File: src/rtl/wb_arbiter2_if.sv
// rtl/wb_arbiter2_if.sv - Wishbone pipelined bus bundle used by the two-master arbiter
//
// One instance carries a single Wishbone pipelined link.
// The master modport drives the request side; the slave modport drives the response side.
//   cyc    master -> slave  bus cycle in progress
//   stb    master -> slave  request strobe
//   we     master -> slave  write enable
//   adr    master -> slave  address, AW bits
//   dat_w  master -> slave  write data, DW bits
//   dat_r  slave -> master  read data, DW bits
//   ack    slave -> master  request completed
//   stall  slave -> master  request not accepted this cycle
interface wb_arbiter2_if #(
    parameter int AW = 16,
    parameter int DW = 16
) ();
    logic          cyc;
    logic          stb;
    logic          we;
    logic [AW-1:0] adr;
    logic [DW-1:0] dat_w;
    logic [DW-1:0] dat_r;
    logic          ack;
    logic          stall;

    modport master (
        output cyc, stb, we, adr, dat_w,
        input  dat_r, ack, stall
    );

    modport slave (
        input  cyc, stb, we, adr, dat_w,
        output dat_r, ack, stall
    );
endinterface

File: src/rtl/wb_arbiter2.sv
// rtl/wb_arbiter2.sv - two-master, one-slave Wishbone pipelined bus arbiter
//
// Grants a whole bus cycle (cyc) to one master and routes stb/we/adr/dat and
// stall/ack between that master and the single slave. Tracks accepted but not
// yet acknowledged requests and stalls the granted master at MAX_OUT.
//
// Ports:
//   clk     in   bus clock, all state on rising edge
//   rst_n   in   asynchronous active-low reset
//   m0_bus  slave modport   master 0 link (cyc/stb/we/adr/dat_w in; dat_r/ack/stall out)
//   m1_bus  slave modport   master 1 link, same as m0_bus
//   s_bus   master modport  link to the shared slave
//
// Optional feature macro: WB_ARB_ROUND_ROBIN_EN
//   defined   : ties in IDLE go to the master not granted last time
//   undefined : fixed priority, master 0 wins ties
module wb_arbiter2 #(
    parameter int AW      = 16,
    parameter int DW      = 16,
    parameter int MAX_OUT = 4
) (
    input  logic           clk,
    input  logic           rst_n,
    wb_arbiter2_if.slave   m0_bus,
    wb_arbiter2_if.slave   m1_bus,
    wb_arbiter2_if.master  s_bus
);
    localparam int CW = $clog2(MAX_OUT + 1);
    localparam logic [CW-1:0] MAX_CNT = CW'(MAX_OUT);

    typedef enum logic [1:0] {
        IDLE = 2'd0,
        GNT0 = 2'd1,
        GNT1 = 2'd2
    } state_t;

    state_t        state_q, state_d;
    logic [CW-1:0] count_q, count_d;
    logic [CW-1:0] count_upd;
    logic          full;
    logic          accept;
    logic          ack_valid;

`ifdef WB_ARB_ROUND_ROBIN_EN
    // 1 = master 1 was granted last, so master 0 wins the first tie after reset.
    logic          last_q, last_d;
`endif

    assign full = (count_q == MAX_CNT);

    // A request is accepted when it is presented and the slave does not stall it.
    assign accept = s_bus.stb & ~s_bus.stall;

    // An ack with nothing outstanding is a slave protocol error and is not counted.
    assign ack_valid = s_bus.ack & (count_q != '0);

    always_comb begin
        count_upd = count_q;
        case ({accept, ack_valid})
            2'b10:   count_upd = count_q + CW'(1);
            2'b01:   count_upd = count_q - CW'(1);
            default: count_upd = count_q;
        endcase
    end

    always_ff @(posedge clk or negedge rst_n) begin
        if (!rst_n) begin
            state_q <= IDLE;
            count_q <= '0;
`ifdef WB_ARB_ROUND_ROBIN_EN
            last_q  <= 1'b1;
`endif
        end else begin
            state_q <= state_d;
            count_q <= count_d;
`ifdef WB_ARB_ROUND_ROBIN_EN
            last_q  <= last_d;
`endif
        end
    end

    // Next-state: arbitration only in IDLE, so grants are separated by an idle cycle.
    always_comb begin
        state_d = state_q;
        count_d = count_q;
`ifdef WB_ARB_ROUND_ROBIN_EN
        last_d  = last_q;
`endif
        case (state_q)
            IDLE: begin
                count_d = '0;
`ifdef WB_ARB_ROUND_ROBIN_EN
                if (m0_bus.cyc && (!m1_bus.cyc || last_q)) begin
                    state_d = GNT0;
                    last_d  = 1'b0;
                end else if (m1_bus.cyc) begin
                    state_d = GNT1;
                    last_d  = 1'b1;
                end
`else
                if (m0_bus.cyc) begin
                    state_d = GNT0;
                end else if (m1_bus.cyc) begin
                    state_d = GNT1;
                end
`endif
            end
            GNT0: begin
                // Dropping cyc ends (or aborts) the cycle; outstanding work is forgotten.
                if (!m0_bus.cyc) begin
                    state_d = IDLE;
                    count_d = '0;
                end else begin
                    count_d = count_upd;
                end
            end
            GNT1: begin
                if (!m1_bus.cyc) begin
                    state_d = IDLE;
                    count_d = '0;
                end else begin
                    count_d = count_upd;
                end
            end
            default: begin
                state_d = IDLE;
                count_d = '0;
            end
        endcase
    end

    // Bus routing. Everything is combinational from state so an async reset
    // deasserts all slave and master handshakes immediately.
    always_comb begin
        s_bus.cyc    = 1'b0;
        s_bus.stb    = 1'b0;
        s_bus.we     = 1'b0;
        s_bus.adr    = '0;
        s_bus.dat_w  = '0;
        m0_bus.ack   = 1'b0;
        m1_bus.ack   = 1'b0;
        // A master that is not granted is held off whenever it strobes.
        m0_bus.stall = m0_bus.cyc & m0_bus.stb;
        m1_bus.stall = m1_bus.cyc & m1_bus.stb;
        case (state_q)
            GNT0: begin
                s_bus.cyc    = m0_bus.cyc;
                s_bus.stb    = m0_bus.cyc & m0_bus.stb & ~full;
                s_bus.we     = m0_bus.we;
                s_bus.adr    = m0_bus.adr;
                s_bus.dat_w  = m0_bus.dat_w;
                m0_bus.ack   = s_bus.ack;
                m0_bus.stall = s_bus.stall | full;
            end
            GNT1: begin
                s_bus.cyc    = m1_bus.cyc;
                s_bus.stb    = m1_bus.cyc & m1_bus.stb & ~full;
                s_bus.we     = m1_bus.we;
                s_bus.adr    = m1_bus.adr;
                s_bus.dat_w  = m1_bus.dat_w;
                m1_bus.ack   = s_bus.ack;
                m1_bus.stall = s_bus.stall | full;
            end
            default: begin
            end
        endcase
    end

    // Read data is broadcast; each master qualifies it with its own ack.
    assign m0_bus.dat_r = s_bus.dat_r;
    assign m1_bus.dat_r = s_bus.dat_r;

endmodule

File: src/flat_wrapper.sv
// flat-port wrapper written by rule: the top's interface ports become plain ports
module wb_arbiter2_flat 
#(
    parameter int AW      = 16,
    parameter int DW      = 16,
    parameter int MAX_OUT = 4
)
  (clk, rst_n, m0_bus_cyc, m0_bus_stb, m0_bus_we, m0_bus_adr, m0_bus_dat_w, m0_bus_dat_r, m0_bus_ack, m0_bus_stall, m1_bus_cyc, m1_bus_stb, m1_bus_we, m1_bus_adr, m1_bus_dat_w, m1_bus_dat_r, m1_bus_ack, m1_bus_stall, s_bus_cyc, s_bus_stb, s_bus_we, s_bus_adr, s_bus_dat_w, s_bus_dat_r, s_bus_ack, s_bus_stall);
  wb_arbiter2_if #(.AW(AW), .DW(DW)) m0_bus_i ();
  wb_arbiter2_if #(.AW(AW), .DW(DW)) m1_bus_i ();
  wb_arbiter2_if #(.AW(AW), .DW(DW)) s_bus_i ();
  input  logic clk;
  input  logic rst_n;
  input wire logic [$bits(m0_bus_i.cyc)-1:0] m0_bus_cyc;
  input wire logic [$bits(m0_bus_i.stb)-1:0] m0_bus_stb;
  input wire logic [$bits(m0_bus_i.we)-1:0] m0_bus_we;
  input wire logic [$bits(m0_bus_i.adr)-1:0] m0_bus_adr;
  input wire logic [$bits(m0_bus_i.dat_w)-1:0] m0_bus_dat_w;
  output wire logic [$bits(m0_bus_i.dat_r)-1:0] m0_bus_dat_r;
  output wire logic [$bits(m0_bus_i.ack)-1:0] m0_bus_ack;
  output wire logic [$bits(m0_bus_i.stall)-1:0] m0_bus_stall;
  input wire logic [$bits(m1_bus_i.cyc)-1:0] m1_bus_cyc;
  input wire logic [$bits(m1_bus_i.stb)-1:0] m1_bus_stb;
  input wire logic [$bits(m1_bus_i.we)-1:0] m1_bus_we;
  input wire logic [$bits(m1_bus_i.adr)-1:0] m1_bus_adr;
  input wire logic [$bits(m1_bus_i.dat_w)-1:0] m1_bus_dat_w;
  output wire logic [$bits(m1_bus_i.dat_r)-1:0] m1_bus_dat_r;
  output wire logic [$bits(m1_bus_i.ack)-1:0] m1_bus_ack;
  output wire logic [$bits(m1_bus_i.stall)-1:0] m1_bus_stall;
  output wire logic [$bits(s_bus_i.cyc)-1:0] s_bus_cyc;
  output wire logic [$bits(s_bus_i.stb)-1:0] s_bus_stb;
  output wire logic [$bits(s_bus_i.we)-1:0] s_bus_we;
  output wire logic [$bits(s_bus_i.adr)-1:0] s_bus_adr;
  output wire logic [$bits(s_bus_i.dat_w)-1:0] s_bus_dat_w;
  input wire logic [$bits(s_bus_i.dat_r)-1:0] s_bus_dat_r;
  input wire logic [$bits(s_bus_i.ack)-1:0] s_bus_ack;
  input wire logic [$bits(s_bus_i.stall)-1:0] s_bus_stall;
  assign m0_bus_i.cyc = m0_bus_cyc;
  assign m0_bus_i.stb = m0_bus_stb;
  assign m0_bus_i.we = m0_bus_we;
  assign m0_bus_i.adr = m0_bus_adr;
  assign m0_bus_i.dat_w = m0_bus_dat_w;
  assign m0_bus_dat_r = m0_bus_i.dat_r;
  assign m0_bus_ack = m0_bus_i.ack;
  assign m0_bus_stall = m0_bus_i.stall;
  assign m1_bus_i.cyc = m1_bus_cyc;
  assign m1_bus_i.stb = m1_bus_stb;
  assign m1_bus_i.we = m1_bus_we;
  assign m1_bus_i.adr = m1_bus_adr;
  assign m1_bus_i.dat_w = m1_bus_dat_w;
  assign m1_bus_dat_r = m1_bus_i.dat_r;
  assign m1_bus_ack = m1_bus_i.ack;
  assign m1_bus_stall = m1_bus_i.stall;
  assign s_bus_cyc = s_bus_i.cyc;
  assign s_bus_stb = s_bus_i.stb;
  assign s_bus_we = s_bus_i.we;
  assign s_bus_adr = s_bus_i.adr;
  assign s_bus_dat_w = s_bus_i.dat_w;
  assign s_bus_i.dat_r = s_bus_dat_r;
  assign s_bus_i.ack = s_bus_ack;
  assign s_bus_i.stall = s_bus_stall;
  wb_arbiter2 #(.AW(AW), .DW(DW), .MAX_OUT(MAX_OUT)) u_core (.clk(clk), .rst_n(rst_n), .m0_bus(m0_bus_i), .m1_bus(m1_bus_i), .s_bus(s_bus_i));
endmodule
File: config.mk
export PLATFORM = sky130hd
export DESIGN_NAME = wb_arbiter2_flat
export DESIGN_NICKNAME = d
export VERILOG_FILES = /design/src/rtl/wb_arbiter2_if.sv /design/src/rtl/wb_arbiter2.sv /design/src/flat_wrapper.sv
export SDC_FILE = /design/constraint.sdc
export NUM_CORES = 1
export LEC_CHECK = 0
export ABC_AREA = 1
export CORE_AREA = 3 3 61 63
export CTS_BUF_LIST = sky130_fd_sc_hd__clkbuf_4
export DETAILED_ROUTE_END_ITERATION = 12
export DIE_AREA = 0 0 64 66
export DONT_BUFFER_PORTS = 1
export GPL_ROUTABILITY_DRIVEN = 0
export SYNTH_ARGS = -nofsm -noshare
export SYNTH_HDL_FRONTEND = slang
export SYNTH_SLANG_ARGS = --single-unit
File: constraint.sdc
create_clock -name clk -period 3.45 [get_ports clk]
set_input_delay 0.5175 -clock clk [delete_from_list [all_inputs] [get_ports clk]]
set_output_delay 0.5175 -clock clk [all_outputs]
set_load 0.01 [all_outputs]
# Word level (Yosys, flattened, before mapping)

Cells that the tools add are included.

Bits of input ports: 90
Register bits after elaboration: 5
Logic and storage cells: 42
Output and inout port bits: 71

Reductions and logical operators: 3
Bitwise operators: 9
Equality and inequality tests: 8
Muxes and demuxes: 18
Add/sub/neg operators: 2

Operators with widths:

| kind                                                               | number |
|---|---|
| 16-bit case mux with 2 select lines                                | 2 |
| 3-bit case mux with 2 select lines                                 | 2 |
| 2-bit two-way mux                                                  | 4 |
| 1-bit AND                                                          | 6 |
| 3-bit two-way mux                                                  | 2 |
| 1-bit case mux with 2 select lines                                 | 3 |
| 2-bit case mux with 3 select lines                                 | 1 |
| 2-bit by 1-bit == test with 1-bit output, second input constant    | 2 |
| 2-bit == test, second input constant                               | 2 |
| 1-bit two-way mux                                                  | 4 |
| 2-bit != test, second input constant                               | 2 |
| 3-bit by 1-bit adder with 3-bit output, second input constant      | 1 |
| 3-bit == test, second input constant                               | 1 |
| 3-bit != test, second input constant                               | 1 |
| 3-bit AND reduction                                                | 1 |
| 3-bit nonzero test                                                 | 1 |
| 3-bit by 1-bit subtractor with 3-bit output, second input constant | 1 |
| 2-bit logical NOT                                                  | 1 |
| 1-bit inverter                                                     | 2 |
| 1-bit OR                                                           | 1 |

# Logic depth before layout (Yosys ltp)

Gate-level depths: netlist (run 1).

Word-level depth: 9
Gate-level depth with buffers: 15
Mapped depth without buffers: 14

# Least setup slack after synthesis (run 1)

Ideal clock, no wire load.

Path type: reg-to-reg
From: register u_core.state_q[0]
To: register u_core.count_q[2]
Cell stages (with the launch flop): 16
Arrival time: 2.046 ns
Setup slack: 1.335 ns
Required time: 3.381 ns
Cells stage by stage: dfrtp_1 inv_1 ha_1 buf_4 inv_1 nand2_1 nand2_1 nor2_2 nand2_1 ha_1 fa_1 nand2_1 nand2_1 nor2_1 nor2_1 nor2_2

Longest elaborated chain between the ends: 7
Elaborated cells between the ends (all ways): 10
Those cells by class: 4 x eq/ne; 5 x mux; 1 x bitwise

RTL lines:

| element                                                                   | RTL line                               | text |
|---|---|---|
| start, declared                                                           | wb_arbiter2.sv:37                      | `state_t state_q, state_d;` |
| start signal, assigned                                                    | wb_arbiter2.sv:74                      | `state_q <= state_d;` |
| 2-bit == test or 2-bit by 1-bit == test with 1-bit output (tied branches) | wb_arbiter2.sv:145                     | `case (state_q)` |
| 1-bit case mux with 2 select lines *                                      | wb_arbiter2.sv:145                     |  |
| net s_bus_stb                                                             | flat_wrapper.sv:31                     | `output wire logic [$bits(s_bus_i.stb)-1:0] s_bus_stb;` |
| 1-bit AND *                                                               | wb_arbiter2.sv:52                      | `assign accept = s_bus.stb & ~s_bus.stall;` |
| 2-bit by 1-bit == test with 1-bit output or 2-bit == test (tied branches) | wb_arbiter2.sv:59                      | `case ({accept, ack_valid})` |
| 3-bit case mux with 2 select lines *                                      | wb_arbiter2.sv:59                      |  |
| 3-bit two-way mux (on tied branches)                                      | wb_arbiter2.sv:118, wb_arbiter2.sv:110 |  |
| 3-bit case mux with 2 select lines *                                      | wb_arbiter2.sv:89                      | `case (state_q)` |
| net u_core.count_d[2]                                                     | wb_arbiter2.sv:38                      | `logic [CW-1:0] count_q, count_d;` |
| end signal, assigned                                                      | wb_arbiter2.sv:75                      | `count_q <= count_d;` |
| end, declared                                                             | wb_arbiter2.sv:38                      |  |

Mark *: on every way through the listed nets, which the timed path passes. The rest lies on a longest branch.
A chain may end at the register's enable or synchronous reset.

# Worst setup path in the final report (run 1)

Same ends and word-level chain as after synthesis.

==> results of run 1 <==
final cells by class:
type | count | area, um^2 | area share
clock buffer | 4 | 30.0 | 0.0297
inverter | 16 | 61.3 | 0.0607
multi-input combinational | 150 | 711 | 0.704
sequential | 5 | 125 | 0.124
tap | 46 | 57.6 | 0.0570
timing repair buffer | 3 | 25.0 | 0.0248
stage by stage:
stage | worst slack [ns] | util
2_1_floorplan | 1.33 | -
3_3_place_gp | 0.875 | 0.295
3_5_place_dp | 0.756 | 0.295
4_1_cts | 0.727 | 0.307
5_1_grt | 0.390 | 0.307
6_report | 0.733 | 0.307
critical path: cells and delay by family (launching register included):
family | cells | cell delay, ns
adder cells (fa/ha/maj) | 3 | 1.22
AND/OR/NAND/NOR | 9 | 0.86
flip-flops | 1 | 0.38
buffers and inverters | 2 | 0.20
state kept, by name, indices dropped and copies added, names as in the netlist:
signal and cells:
u_core.count_q 3, u_core.state_q 2
layer usage:
metal,vias up,track usage
met5,-,0
met4,0,0.0485
met3,2,0.0612
met2,79,0.250
met1,531,0.169
li1,561,-
worst max path at each step:
stage                                  from           endpoint  slack [ns]  cells past startpoint
after floorplan           u_core.state_q[0]  u_core.count_q[2]        1.33                     15
after global placement    u_core.state_q[0]  u_core.count_q[2]        0.87                     14
after detailed placement  u_core.state_q[0]  u_core.count_q[2]        0.76                     14
after CTS                 u_core.state_q[0]  u_core.count_q[2]        0.73                     14
after global routing      u_core.state_q[0]  u_core.count_q[2]        0.39                     14
final                     u_core.state_q[0]  u_core.count_q[2]        0.73                     14
cells in the mapped netlist (all sizes together):
cell | n | area share
nand2 | 95 | 0.31
inv | 15 | 0.046
dfrtp | 5 | 0.10
nand4 | 1 | 0.0051
fa | 1 | 0.016
buf | 43 | 0.26
o31a | 1 | 0.0072
nand3 | 2 | 0.0082
ha | 5 | 0.051
o21ai | 4 | 0.016
clkinv | 1 | 0.0041
nor2 | 7 | 0.026
a21oi | 34 | 0.14
power by group:
group	switching (uW)	total, uW	internal [uW]
sequential	8.60	79.0	70.4
clock	23.0	74.5	51.5
combinational	474	626	152
total	506	780	274
cells by family after synthesis:
family,share of synthesized area
flip-flops,0.103
buffers and inverters,0.313
AND/OR/NAND/NOR,0.353
adder cells (fa/ha/maj),0.0679
AO/OA/AOI/OAI,0.164
repair_timing:
action,4_1_cts,5_1_grt
hold buffers,1,0
gates resized for setup,0,0
endpoints found under the hold margin,5,0
==> summary.md, run 1 <==
| Metric | Value |
|---|---|
| Outcome | `completed` |
| CTS H-tree lvls | `1` |
| Met1 WL | `1250 um` |
| Worst Hold Class | `in -> reg` |
| Final hold vios | `0` |
| Clock root buffer master | `clkbuf_4` |
| Placed cells | `219` |
| Met3 Wirelength | `460 um` |
| Mapped Area | `1220 um^2` |
| First-pass GRT wire length | `4940 um` |
| Gr usage total | `0.148` |
| Drc violations | `0` |
| Flops & latches, synth | `5` |
| FF-to-FF Start | `u_core.state_q[0]` |
| Gate count after technology mapping | `214` |
| Row count | `21` |
| Die area | `4220 um^2` |
| Pwr dens | `772 nW/um^2` |
| Final non-filler cell total | `224` |
| R2R Setup Slk | `0.73 ns` |
| Worst slew margin | `0.549` |
| Vias per cell | `5.24` |
| Commonest non-fill, non-tap cell in the layout | `nand2_1` |
| Ports | `approximately 160` |
| Clk_lat worst skew | `0.24 ns` |
| Syn Nets | `between 300 and 400` |
| Max Clock Skew | `0.00370 ns` |
| Fmax | `around 0.37 GHz` |
| Worst-path fanout max | `18` |
| Critical path data required time | `3.63 ns` |
| DR iter-0 viols | `51` |
| Area Overhead vs Synth | `-17.0%` |
| Final setup viols | `0` |
| RSZ-0062 raised after global routing | `no` |
| TritonCTS Buffers | `3` |
| Min-Delay Endpoint | `u_core.state_q[0]` |
| Starting Density | `0.370` |
| Synth Warn # | `0` |
| Die Y | `66 um` |
| Post-route ant nets | `0` |
| Commonest cells after routing, fill and taps aside | `nand2_1 (91), a21oi_1 (34), inv_1 (14)` |
| HPWL Detailed | `a little under 3000 um` |
| Worst Reg-to-Reg Cells | `14` |
| Post-CTS Setup Inserts | `0` |
| Slowest cell on crit path | `ha_1` |
| Final wirelength | `3520 um` |
| Leak pwr | `about 0.00043 uW` |
| Crit path cell chain | `inv_1 -> ha_1 -> inv_1 -> nand2_1 -> nand2_1 -> nor2_2 -> nand2_1 -> ha_1 -> fa_1 -> nand2_1 -> nand2_1 -> nor2_1 -> nor2_1 -> nor2_2` |
| Met2 WL | `1790 um` |
| Hold Path Depth | `2` |
| Critical path class | `reg -> reg` |
| Max rail drop VDD | `598 uV` |
| Total power | `780 uW` |
| Clock Pin Slew Worst Setup and Hold Paths | `0.04 ns` |
| Pre-Repair DR Iteration Count | `4` |
| Crit path DAT | `2.89 ns` |
| CP max stage delay | `between 0.5 and 0.6 ns` |
| # fillers | `around 370` |
| Final instance area | `1010 um^2` |
| Initial antenna violation count | `0` |
| TNS Setup | `0 ns` |
| Min Tclk post-route | `2.72 ns` |
| Max Cap Viol | `0` |
| CTS tree | `done` |
| Worst-margin pin slew | `0.677 ns` |
| DR top layer | `met4` |
| CP Launch Type | `register` |
| Hold_ws | `0.432 ns` |
| Synth unique cells | `19` |
| Clock sinks | `5` |
| Largest net degree at the start of global routing | `34` |
| Vias in the first global route | `997` |
| CP Capture Type | `register` |
| Nets | `about 280` |
| CTS Buffer Depth | `2` |
| Port bufs | `0` |
| Die width | `64 um` |
| Tcrit/Tclk final | `0.787` |
| Total number of vias | `1,173` |
| Worst R2R End | `u_core.count_q[2]` |
| Worst hold start | `m0_bus_cyc` |
| Syn_area_per_cell | `approximately 5.7 um^2` |
| Seq/Total Area, Yosys | `0.103` |
| DP Area | `970 um^2` |
| Remaining Overflow, GRT | `0` |
| Core area | `about 3300 um^2` |
| Slew Limit Fails | `0` |
| Share of layout cells above drive strength 1 | `0.0787` |
| CP dominant cell by count | `nand2_1` |
| WL per Instance | `15.7 um` |
| Antenna cells | `0` |
Power figures use the tool's default switching activity.
==> run 2: changes to the inputs <==
Settings changed: CORE_AREA 3 3 61 63 to 3 3 62 64, DIE_AREA 0 0 64 66 to 0 0 65 67.
Clock period 3.45 ns to 2.4 ns, I/O delays scaled along.
==> run 2 against run 1 <==
Against the previous run:
- register-to-register slack got worse by 0.48 ns
- sequential power rose by 46%
- die area rose by 3.1%
- setup slack lost 0.48 ns
- first-iteration DRC count decreased by 16%
- via count decreased by 0.85%
- sequential cell count unchanged
- routed wire length is 1.3% lower
- critical endpoint unchanged
- largest cell class unchanged
- highest routed layer unchanged
==> summary.md, run 2 (synthesized netlist as in run 1, its figures left out) <==
| Metric | Value |
|---|---|
| Final hold vios | `0` |
| Crit path DAT | `2.32 ns` |
| Crit path cell chain | `inv_1 -> ha_1 -> nand2_1 -> nor2_2 -> nand2_1 -> ha_1 -> fa_2 -> nand2_1 -> nand2_1 -> nor2_1 -> nor2_1 -> nor2_2` |
| Die area | `4360 um^2` |
| Clock Pin Slew Worst Setup and Hold Paths | `0.04 ns` |
| Slew Limit Fails | `0` |
| Area Overhead vs Synth | `-12.9%` |
| Drc violations | `0` |
| Vias per cell | `a little over 5` |
| Total power | `1180 uW` |
| Fmax | `around 0.47 GHz` |
| Final setup viols | `0` |
| Worst-path fanout max | `4` |
| RSZ-0062 raised after global routing | `no` |
| # fillers | `369` |
| Slowest cell on crit path | `ha_1` |
| Worst-margin pin slew | `0.511 ns` |
| Antenna cells | `0` |
| Ports | `161` |
| Die width | `approximately 65 um` |
| CP Capture Type | `register` |
| CP dominant cell by count | `nand2_1` |
| Max Cap Viol | `0` |
| HPWL Detailed | `2940 um` |
| Combinational power share | `0.812` |
| Clk_lat worst skew | `about 0.24 ns` |
| Share of layout cells above drive strength 1 | `0.125` |
| CTS H-tree lvls | `1` |
| Reg power frac | `0.098` |
| Post-CTS Setup Inserts | `0` |
| Remaining Overflow, GRT | `0` |
| DR iter-0 viols | `43` |
| Initial antenna violation count | `0` |
| Largest net degree at the start of global routing | `34` |
| Total number of vias | `1,163` |
| Multi-input logic area | `716 um^2` |
| Post-route ant nets | `0` |
| CTS tree | `done` |
| Min Tclk post-route | `roughly 2.1 ns` |
| Worst Hold Class | `in -> reg` |
| Leak pwr | `0.000455 uW` |
| Critical path class | `reg -> reg` |
| Switching Fraction | `0.630` |
| FF+latch area | `125 um^2` |
| R2R Setup Slk | `0.26 ns` |
| Final wirelength | `3470 um` |
| Max rail drop VDD | `between 800 and 900 uV` |
| Biggest regs | `u_core.count_q: 3 flops, u_core.state_q: 2 flops` |
| Gr usage total | `0.139` |
| Worst slew margin | `0.659` |
| Core Util, Final | `0.318` |
| Max reg flops | `3` |
| Top reg by flops | `u_core.count_q` |
| TritonCTS Buffers | `3` |
| TNS Setup | `0 ns` |
| Outcome | `completed` |
| First-pass GRT wire length | `4660 um` |
| Hold_ws | `around 0.27 ns` |
| Pwr dens | `1110 nW/um^2` |
| Commonest cells after routing, fill and taps aside | `nand2_1 (91), a21oi_1 (34), inv_1 (13), buf_4 (8)` |
| CP Launch Type | `register` |
| Clock sinks | `5` |
| Nets | `281` |
| WL per Instance | `15.1 um` |
| Vias in the first global route | `942` |
| Max Clock Skew | `roughly 0.00022 ns` |
| Clk pwr share | `0.091` |
| Die Y | `67 um` |
| Core area | `3340 um^2` |
| Net switching power | `742 uW` |
| Placement Setup Slack | `roughly 0.21 ns` |
| Pre-Repair DR Iteration Count | `4` |
| Critical path data required time | `2.58 ns` |
| Commonest non-fill, non-tap cell in the layout | `nand2_1` |
| Starting Density | `0.364` |
| Pint | `between 400 and 500 uW` |
| CTS Buffer Depth | `2` |
| Tcrit/Tclk final | `0.894` |
| Final WS setup | `0.255 ns` |
| Clock root buffer master | `clkbuf_4` |
| Port bufs | `0` |
| CP max stage delay | `between 0.3 and 0.4 ns` |
| Row count | `21` |
==> run 2: metrics by stage <==
step	cells	instance area [um^2]
after floorplan	214	1220
after global placement	225	1010
after detailed placement	225	1010
after CTS	230	1050
after global routing	230	1060
final	230	1060
==> run 2: final timing paths <==
path | to | from | depth (start not counted)
max | u_core.count_q[2] | u_core.state_q[1] | 12
min | u_core.state_q[0] | m0_bus_cyc | 2
max reg2reg | u_core.count_q[2] | u_core.state_q[1] | 12
min reg2reg | u_core.state_q[0] | u_core.state_q[0] | 2
max in group asynchronous | u_core.count_q[1] | rst_n | 1
min in group asynchronous | u_core.state_q[1] | rst_n | 1
==> run 2: power groups by stage <==
stage / Combinational (uW) / Clock, uW / Sequential [uW]
floorplan: 877 / 0 / 112
global placement: 951 / 0 / 114
detailed placement: 964 / 0 / 115
CTS: 970 / 112 / 114
global route: 1070 / 117 / 119
finish: 956 / 107 / 115
==> run 2: critical path, delay by kind of cell (launching register included) <==
| kind | cells | cell delay [ns] |
|---|---|---|
| adders and majority gates | 3 | 0.96 |
| DFF | 1 | 0.36 |
| buffers and inverters | 1 | 0.08 |
| and+or+nand+nor | 8 | 0.67 |
==> run 2: routing by layer <==
metal / track usage / routed length, um / vias to the layer above
met5: 0 / 0 / -
met4: 0.0475 / 24 / 0
met3: 0.0455 / 435 / 2
met2: 0.240 / 1760 / 74
met1: 0.159 / 1260 / 516
li1: - / - / 571
==> run 2: cell type report <==
cell class | count | share of cell area
Inverter | 16 | 0.0579
Multi-Input combinational cell | 150 | 0.675
Clock buffer | 4 | 0.0283
Timing Repair Buffer | 9 | 0.0661
Tap cell | 46 | 0.0543
Sequential cell | 5 | 0.118
==> run 2: repair_timing <==
item | CTS | global route
setup endpoints to repair | 0 | 1
hold buffers | 1 | 0
endpoints found under the hold margin | 5 | 0
resized for setup | 0 | 3
